File: src/rtl/mul_div_unit.sv
// Iterative multiply/divide unit with HI/LO result registers.
// Shift-add multiply and restoring divide over WIDTH cycles, followed by a sign-fix cycle.
module mul_div_unit #(
    parameter int WIDTH = 32
) (
    input  logic             clk,
    input  logic             rst_n,
    input  logic             start,
    input  logic [2:0]       op,
    input  logic [WIDTH-1:0] inputA,
    input  logic [WIDTH-1:0] inputB,
    output logic             busy,
    output logic             done,
    output logic             divByZero,
    output logic [WIDTH-1:0] hi,
    output logic [WIDTH-1:0] lo
);
    localparam int CW = $clog2(WIDTH);

    localparam logic [1:0] IDLE = 2'd0;
    localparam logic [1:0] CALC = 2'd1;
    localparam logic [1:0] FIX  = 2'd2;
    localparam logic [1:0] DONE = 2'd3;

    localparam logic [CW-1:0] CNT_INIT = CW'(WIDTH - 1);
    localparam logic [CW-1:0] CNT_ONE  = CW'(1);

    logic [1:0]         state_q, state_d;
    logic [CW-1:0]      cnt_q, cnt_d;
    logic [WIDTH-1:0]   acc_hi_q, acc_hi_d;
    logic [WIDTH-1:0]   acc_lo_q, acc_lo_d;
    logic [WIDTH-1:0]   opnd_q, opnd_d;
    logic               is_div_q, is_div_d;
    logic               neg_lo_q, neg_lo_d;
    logic               neg_hi_q, neg_hi_d;
    logic [WIDTH-1:0]   hi_q, hi_d;
    logic [WIDTH-1:0]   lo_q, lo_d;
    logic               dz_q, dz_d;

    logic               sign_a, sign_b;
    logic [WIDTH-1:0]   abs_a, abs_b;
    logic [WIDTH:0]     step_sum, shifted, diff;
    logic [2*WIDTH-1:0] prod;

    always_comb begin
        state_d  = state_q;
        cnt_d    = cnt_q;
        acc_hi_d = acc_hi_q;
        acc_lo_d = acc_lo_q;
        opnd_d   = opnd_q;
        is_div_d = is_div_q;
        neg_lo_d = neg_lo_q;
        neg_hi_d = neg_hi_q;
        hi_d     = hi_q;
        lo_d     = lo_q;
        dz_d     = dz_q;

        sign_a   = ~op[0] & inputA[WIDTH-1];
        sign_b   = ~op[0] & inputB[WIDTH-1];
        abs_a    = sign_a ? -inputA : inputA;
        abs_b    = sign_b ? -inputB : inputB;

        step_sum = {1'b0, acc_hi_q} + (acc_lo_q[0] ? {1'b0, opnd_q} : '0);
        shifted  = {acc_hi_q, acc_lo_q[WIDTH-1]};
        diff     = shifted - {1'b0, opnd_q};
        prod     = neg_lo_q ? -{acc_hi_q, acc_lo_q} : {acc_hi_q, acc_lo_q};

        case (state_q)
            IDLE, DONE: begin
                state_d = IDLE;
                if (start && !op[2]) begin
                    state_d  = CALC;
                    cnt_d    = CNT_INIT;
                    acc_hi_d = '0;
                    is_div_d = op[1];
                    dz_d     = 1'b0;
                    if (!op[1]) begin
                        acc_lo_d = abs_b;
                        opnd_d   = abs_a;
                        neg_lo_d = sign_a ^ sign_b;
                        neg_hi_d = 1'b0;
                    end else if (inputB == '0) begin
                        // Unsigned restoring divide by zero naturally leaves rem=dividend, quot=ones
                        acc_lo_d = inputA;
                        opnd_d   = '0;
                        neg_lo_d = 1'b0;
                        neg_hi_d = 1'b0;
                    end else begin
                        acc_lo_d = abs_a;
                        opnd_d   = abs_b;
                        neg_lo_d = sign_a ^ sign_b;
                        neg_hi_d = sign_a;
                    end
                end else if (start && op == 3'b100) begin
                    hi_d = inputA;
                end else if (start && op == 3'b101) begin
                    lo_d = inputA;
                end
            end
            CALC: begin
                if (is_div_q) begin
                    if (!diff[WIDTH]) begin
                        acc_hi_d = diff[WIDTH-1:0];
                        acc_lo_d = {acc_lo_q[WIDTH-2:0], 1'b1};
                    end else begin
                        acc_hi_d = shifted[WIDTH-1:0];
                        acc_lo_d = {acc_lo_q[WIDTH-2:0], 1'b0};
                    end
                end else begin
                    {acc_hi_d, acc_lo_d} = {step_sum, acc_lo_q[WIDTH-1:1]};
                end
                cnt_d = cnt_q - CNT_ONE;
                if (cnt_q == '0) begin
                    state_d = FIX;
                end
            end
            FIX: begin
                state_d = DONE;
                if (is_div_q) begin
                    hi_d = neg_hi_q ? -acc_hi_q : acc_hi_q;
                    lo_d = neg_lo_q ? -acc_lo_q : acc_lo_q;
                    dz_d = (opnd_q == '0);
                end else begin
                    {hi_d, lo_d} = prod;
                end
            end
            default: state_d = IDLE;
        endcase
    end

    always_ff @(posedge clk) begin
        if (!rst_n) begin
            state_q  <= IDLE;
            cnt_q    <= '0;
            acc_hi_q <= '0;
            acc_lo_q <= '0;
            opnd_q   <= '0;
            is_div_q <= 1'b0;
            neg_lo_q <= 1'b0;
            neg_hi_q <= 1'b0;
            hi_q     <= '0;
            lo_q     <= '0;
            dz_q     <= 1'b0;
        end else begin
            state_q  <= state_d;
            cnt_q    <= cnt_d;
            acc_hi_q <= acc_hi_d;
            acc_lo_q <= acc_lo_d;
            opnd_q   <= opnd_d;
            is_div_q <= is_div_d;
            neg_lo_q <= neg_lo_d;
            neg_hi_q <= neg_hi_d;
            hi_q     <= hi_d;
            lo_q     <= lo_d;
            dz_q     <= dz_d;
        end
    end

    assign busy      = (state_q == CALC) || (state_q == FIX);
    assign done      = (state_q == DONE);
    assign divByZero = dz_q;
    assign hi        = hi_q;
    assign lo        = lo_q;
endmodule

File: config.mk
export PLATFORM = sky130hd
export DESIGN_NAME = mul_div_unit
export DESIGN_NICKNAME = d
export VERILOG_FILES = /design/src/rtl/mul_div_unit.sv
export SDC_FILE = /design/constraint.sdc
export NUM_CORES = 1
export LEC_CHECK = 0
export CORE_ASPECT_RATIO = 1.2
export CORE_MARGIN = 2
export CORE_UTILIZATION = 58
export DETAILED_ROUTE_END_ITERATION = 12
export GPL_TIMING_DRIVEN = 0
export PLACE_DENSITY = 0.8
export SLEW_MARGIN = 0
export SYNTH_ARGS = -nofsm -noshare
export SYNTH_HDL_FRONTEND = slang
export SYNTH_SLANG_ARGS = --single-unit
File: constraint.sdc
create_clock -name clk -period 3.9 [get_ports clk]
set_clock_uncertainty 0.05 [all_clocks]
set_input_delay 1.17 -clock clk [delete_from_list [all_inputs] [get_ports clk]]
set_output_delay 1.17 -clock clk [all_outputs]
set_load 0.01 [all_outputs]
==> results.sh, run 1 <==
export IMPL_routedWlPerCell_um=25.7
export IMPL_htreeDepth=4
export IMPL_numCtsBuffers=17
export IMPL_yosysWarnings=0
export IMPL_grt_pass1_wl_mm=97.8
export IMPL_cp_top_family="simple AND/OR/NAND/NOR gates"
export IMPL_path_common_cell="or3_1"
export IMPL_drt_iter0_markers=2192
export IMPL_die_area_um2=27300
export IMPL_placed_area_um2=16700
export IMPL_worst_pin_slew_ps=1250
export IMPL_slew_headroom=0.142
export IMPL_fmax_mhz=262
export IMPL_clk_pin_slew_ps=70
export IMPL_rsz0062_at_grt="yes"
export IMPL_syn_num_nets=2200
export IMPL_finalHoldViolCount=0
export IMPL_finish_instance_area_um2=17800
export IMPL_wl_mm=65.6
export IMPL_required_ps=4170
export IMPL_critPathArrivalTime_ps=4090
export IMPL_peakVddDrop_mv=0.311
export IMPL_max_stage_delay_ps=560
export IMPL_crit_buf_inv=1
export IMPL_grt_max_degree=17
export IMPL_nNetsFinal=2351
export IMPL_synth_seq_cells=171
export IMPL_totalPowerFinal_uw=7920
export IMPL_syn_to_final_growth_pct=17.8
export IMPL_synth_area_leaders="dfxtp_1, nor2_1, xor2_1, ha_1, a21oi_1"
export IMPL_multiInputGateArea_um2=11100
export IMPL_ctsHoldBuffers=0
export IMPL_worst_hold_slack_ps=439
export IMPL_fillers=2250
export IMPL_start_util=0.591
export IMPL_drive_gt1_frac=0.0622
export IMPL_ys_async_sr_fraction=0
export IMPL_syn_area_um2=15100
export IMPL_cp_slowest_cell="or4_1"
export IMPL_ioPinCount=137
export IMPL_dp_cells=2506
export IMPL_dieHeight_um=181
export IMPL_clockRootBuffer="clkbuf_16"
export IMPL_ant_nets=0
export IMPL_syn_inst=2055
export IMPL_leakagePower_uw=0.00678
export IMPL_cts_tree="built"
export IMPL_clock_sinks=171
export IMPL_synth_top_area_frac=0.227
export IMPL_fin_crit_ps=3820
export IMPL_cap_violations=0
export IMPL_dp_hpwl_mm=50.9
export IMPL_post_drt_via_cell_ratio=6.96
export IMPL_crit_chain="clkdlybuf4s50_1 > or3_1 > or3_1 > or4_1 > o41ai_2 > xor2_1 > o221ai_1 > o21ai_0 > nor2_1"
export IMPL_status="complete, no violations"
export IMPL_antenna_found_initial=3
export IMPL_grt_overflow=0
export IMPL_end_kind="flip-flop"
export IMPL_clock_path_buffers=2
export IMPL_hp_class="flip-flop to flip-flop"
export IMPL_synth_ff_type="dfxtp_1"
export IMPL_power_density_nw_per_um2=446
export IMPL_ys_seq_area_frac=0.227
export IMPL_grt_pass1_vias=16900
export IMPL_slew_violations=0
export IMPL_synth_area_per_cell_um2=7.34
export IMPL_core_area_um2=25500
export IMPL_seq_area_um2=3430
export IMPL_vias=17743
export IMPL_drc=0
export IMPL_synth_top_cell_by_area="dfxtp_1"
export IMPL_final_cells=2549
export IMPL_worst_setup_path_start_kind="input port"
export IMPL_place_congestion=1.09
export IMPL_fin_crit_sh=0.980
export IMPL_core_rowCount=64
export IMPL_crit_path_max_fanout=5
export IMPL_fin_util=0.696
export IMPL_setup_violations=0
export IMPL_insertion_delay_ps=460
export IMPL_portBuffers=121
export IMPL_grt_total_usage=0.473
export IMPL_die_x_um=151
export IMPL_final_common_cell="nor2_1"
export IMPL_synth_edf_count=0
export IMPL_crit_type="input port to flip-flop"
export IMPL_yosysUniqueCellTypes=88
export IMPL_drt_first_pass_iters=6
export IMPL_final_cell_mix="nor2_1, dfxtp_1, nand2_1"
synthesized netlist by cell type, types with 15 or more instances:
master,number
nor2_1,273
dfxtp_1,171
nand2_1,162
a21oi_1,159
o21ai_0,145
clkbuf_1,127
xor2_1,105
xnor2_1,82
ha_1,73
inv_1,70
a211oi_1,68
mux2i_1,64
nand3_1,40
nor3_1,36
o221ai_1,32
o31ai_1,32
nor4_1,29
a21o_1,27
or3_1,23
a31oi_1,21
a221oi_1,19
o21a_1,19
nor2b_1,18
a22oi_1,16
o211ai_1,16
or4_1,16
and3_1,15
worst register-to-register path: cells and delay by family (launching register included):
kind | cells | cell delay (ps)
AOI/OAI and AO/OA | 5 | 1180
buffers and inverters | 3 | 870
and+or+nand+nor | 3 | 670
DFF | 1 | 390
adders and majority gates | 1 | 280
xor gates and xnor gates | 1 | 180
layout make-up:
class | count | share of cell area
multi-input combinational | 1666 | 0.625
timing repair buffer | 134 | 0.0742
inverter | 70 | 0.0148
sequential | 171 | 0.193
buffer | 146 | 0.0329
clock inverter | 14 | 0.0131
clock buffer | 17 | 0.0239
tap | 330 | 0.0232
antenna | 1 | 0.000141
state kept, by name, summed over array words and instances, names as in the netlist:
name / count
neg_hi_q: 1
acc_hi_q: 32
opnd_q: 32
state_q: 2
is_div_q: 1
cnt_q: 5
neg_lo_q: 1
acc_lo_q: 32
lo: 32
divByZero: 1
hi: 32
cell families (layout without fill, tap and decap cells):
| logic type | count (synthesis) | after routing | share of synthesized area |
|---|---|---|---|
| DFF | 171 | 171 | 0.227 |
| buffers and inverters | 218 | 381 | 0.0555 |
| adders and majority gates | 75 | 75 | 0.0632 |
| xor gates and xnor gates | 187 | 187 | 0.109 |
| other | 0 | 1 | 0 |
| AOI/OAI and AO/OA | 654 | 654 | 0.288 |
| muxes | 68 | 68 | 0.0455 |
| and+or+nand+nor | 682 | 682 | 0.212 |
worst paths after layout:
check	slack, ps	start	cells past startpoint	endpoint
worst max-delay path	80	inputB[16]	9	opnd_q[26]
worst min-delay path	440	opnd_q[30]	2	opnd_q[30]
worst max register to register	130	acc_lo_q[0]	13	acc_hi_q[30]
worst min register to register	440	opnd_q[30]	2	opnd_q[30]
where the power goes:
group / internal [uW] / switching [uW]
combinational: 1290 / 2410
sequential: 2000 / 242
clock: 1150 / 830
total: 4440 / 3480
routing by layer:
metal	wire length (um)	global-route usage	vias to the layer above
li1	-	-	7803
met1	22300	0.526	8212
met2	28900	0.742	1291
met3	7220	0.116	433
met4	7150	0.410	4
met5	31	0	-
timing repair:
action / CTS / global route
gates resized for setup: 33 / 53
endpoints found under the setup margin: 69 / 81
setup buffers: 7 / 6
pin swaps: 4 / 10
stage by stage:
stage                     setup TNS (ps)  worst slack [ps]
after floorplan                        0               330
after global routing                -182             -89.4
final                                  0              79.7
after CTS                              0              20.0
after detailed placement          -42010             -1070
after global placement            -38900             -1030
No activity file was read; power rests on OpenSTA's default activity.
==> inputs of run 2 (changes only) <==
Settings changed: MAX_ROUTING_LAYER set to met4.
==> run 2 against run 1 <==
The flow now finishes with violations (negative setup slack); power decreased by 2.0%; die area unchanged; fmax decreased by 2.7%; design area decreased by 0.39%; flip-flop and latch count unchanged; non-clock buffer count increased by 5; register-to-register slack got worse by 160 ps; count of clock-buffer cells in the layout unchanged; core utilization decreased by 0.27 points; combinational power about the same; clock power decreased by 8%; critical path type is now flip-flop to flip-flop.
==> results.sh, run 2 (synthesis gave the netlist of run 1 again) <==
export IMPL_status="complete, but fails checks"
export IMPL_violations="negative setup slack"
export IMPL_final_common_cell="nor2_1"
export IMPL_power_density_nw_per_um2=438
export IMPL_slew_headroom=0.357
export IMPL_crit_type="flip-flop to flip-flop"
export IMPL_holdCritStartpoint="lo[20]"
export IMPL_nNetsFinal=2356
export IMPL_switching_share=0.450
export IMPL_post_drt_via_cell_ratio=6.92
export IMPL_finalHoldViolCount=0
export IMPL_final_cell_mix="nor2_1, dfxtp_1, nand2_1"
export IMPL_syn_to_final_growth_pct=17.4
export IMPL_worst_pin_slew_ps=965
export IMPL_drc=0
export IMPL_critPathArrivalTime_ps=4250
export IMPL_grt_pass1_vias=16831
export IMPL_drt_iter0_markers=2347
export IMPL_start_util=0.591
export IMPL_dieHeight_um=181
export IMPL_crit_buf_inv=1
export IMPL_crit_path_max_fanout=7
export IMPL_clockPowerShare=0.234
export IMPL_end_kind="flip-flop"
export IMPL_clock_sinks=171
export IMPL_wl_mm=64.9
export IMPL_cap_violations=0
export IMPL_r2r_end="acc_hi_q[1]"
export IMPL_cts_tree="built"
export IMPL_htreeDepth=4
export IMPL_multiInputGateArea_um2=11000
export IMPL_ant_nets=0
export IMPL_slew_violations=0
export IMPL_fin_crit_sh=1.01
export IMPL_grt_total_usage=0.482
export IMPL_drive_gt1_frac=0.0625
export IMPL_max_stage_delay_ps=500
export IMPL_vias=17685
export IMPL_cp_top_family="compound AO/OA/AOI/OAI gates"
export IMPL_ioPinCount=137
export IMPL_insertion_delay_ps=460
export IMPL_hp_class="flip-flop to flip-flop"
export IMPL_numCtsBuffers=17
export IMPL_fmax_mhz=255
export IMPL_dp_hpwl_mm=50.6
export IMPL_worst_setup_path_start_kind="flip-flop"
export IMPL_antenna_found_initial=2
export IMPL_required_ps=4220
export IMPL_grt_overflow=0
export IMPL_clk_pin_slew_ps=70
export IMPL_switching_power_uw=3500
export IMPL_die_x_um=151
export IMPL_core_area_um2=25500
export IMPL_holdPathEnd="lo[20]"
export IMPL_r2r_start="acc_lo_q[31]"
export IMPL_dp_cells=2506
export IMPL_fin_ws_ps=-27.3
export IMPL_grt_pass1_wl_mm=97.1
export IMPL_portBuffers=121
export IMPL_pwr_share_seq=0.289
export IMPL_seq_area_um2=3430
export IMPL_internal_power_uw=4270
export IMPL_fillers=2270
export IMPL_peakVddDrop_mv=0.313
export IMPL_crit_chain="inv_1 > ha_1 > fa_1 > nor2b_1 > o31a_1 > o211a_1 > o21bai_1 > a2111o_1 > o211ai_4 > mux2_2 > a211o_1 > a21oi_1"
export IMPL_place_congestion=1.06
export IMPL_leakagePower_uw=0.00677
export IMPL_core_rowCount=64
export IMPL_die_area_um2=27300
export IMPL_clockRootBuffer="clkbuf_16"
export IMPL_final_cells=2556
export IMPL_reg2reg_slack_ps=-30
export IMPL_cp_slowest_cell="a2111o_1"
export IMPL_clock_path_buffers=2
export IMPL_routedWlPerCell_um=25.4
export IMPL_rr_worst_depth=12
export IMPL_fin_crit_ps=3930
export IMPL_setup_violations=1
export IMPL_drt_first_pass_iters=8
export IMPL_whs_path_depth=2
export IMPL_fin_util=0.693
export IMPL_grt_max_degree=18
export IMPL_pwr_share_comb=0.476
## run 2: worst register-to-register path: stages (launching register included)
cell	delay [ps]
dfxtp_1	440
inv_1	160
ha_1	260
fa_1	400
nor2b_1	240
o31a_1	300
o211a_1	280
o21bai_1	180
a2111o_1	500
o211ai_4	170
mux2_2	400
a211o_1	330
a21oi_1	150
## run 2: how the worst max path moves through the flow
stage | startpoint | end | slack (ps) | cells past startpoint
after global routing | inputA[0] | opnd_q[22] | -90 | 13
final | acc_lo_q[31] | acc_hi_q[1] | -30 | 12
after CTS | acc_lo_q[0] | acc_hi_q[24] | 1 | 13
after global placement | inputA[0] | opnd_q[16] | -990 | 11
after floorplan | inputA[2] | opnd_q[29] | 330 | 11
after detailed placement | inputA[0] | opnd_q[16] | -1000 | 11
## run 2: per-stage QoR
stage                     total power (uW)  hold WS (ps)  area, um^2  setup TNS [ps]  worst slack (ps)
after floorplan                       4480           395       15100               0               330
after global placement                5680           416       16700          -40140              -995
after detailed placement              5740           420       16700          -43110             -1000
after CTS                             7530           441       17500               0              1.46
after global routing                  8060           462       17700           -96.9             -89.0
final                                 7760           436       17700           -27.3             -27.3
## run 2: final cells by class
class / count / share of cell area
multi-input cells: 1666 / 0.624
clock buffers: 17 / 0.0240
plain buffers: 146 / 0.0336
inverters: 70 / 0.0151
well taps: 330 / 0.0233
repair buffers: 139 / 0.0760
diodes: 2 / 0.000283
flip-flops and latches: 171 / 0.194
clock inverters: 15 / 0.0100
## run 2: repair_timing
action / in CTS / in global routing
gates resized for setup: 35 / 49
pin swaps: 3 / 10
setup buffers: 6 / 12
setup endpoints to repair: 66 / 85
hold buffers: 0 / 0
endpoints found under the hold margin: 0 / 0
## run 2: routing by layer
metal,vias up,global-route usage,share of wire,wire length (um)
li1,7804,-,-,-
met1,8253,0.528,0.35,22500
met2,1219,0.738,0.44,28900
met3,409,0.103,0.10,6560
met4,0,0.405,0.11,6960
met5,-,-,0,0
## run 2: power groups by stage
stage	clock network (uW)	registers, uW	logic (uW)
detailed placement	0	2260	3470
global placement	0	2260	3420
global route	1870	2260	3930
floorplan	0	2230	2250
CTS	1800	2230	3510
finish	1820	2250	3700
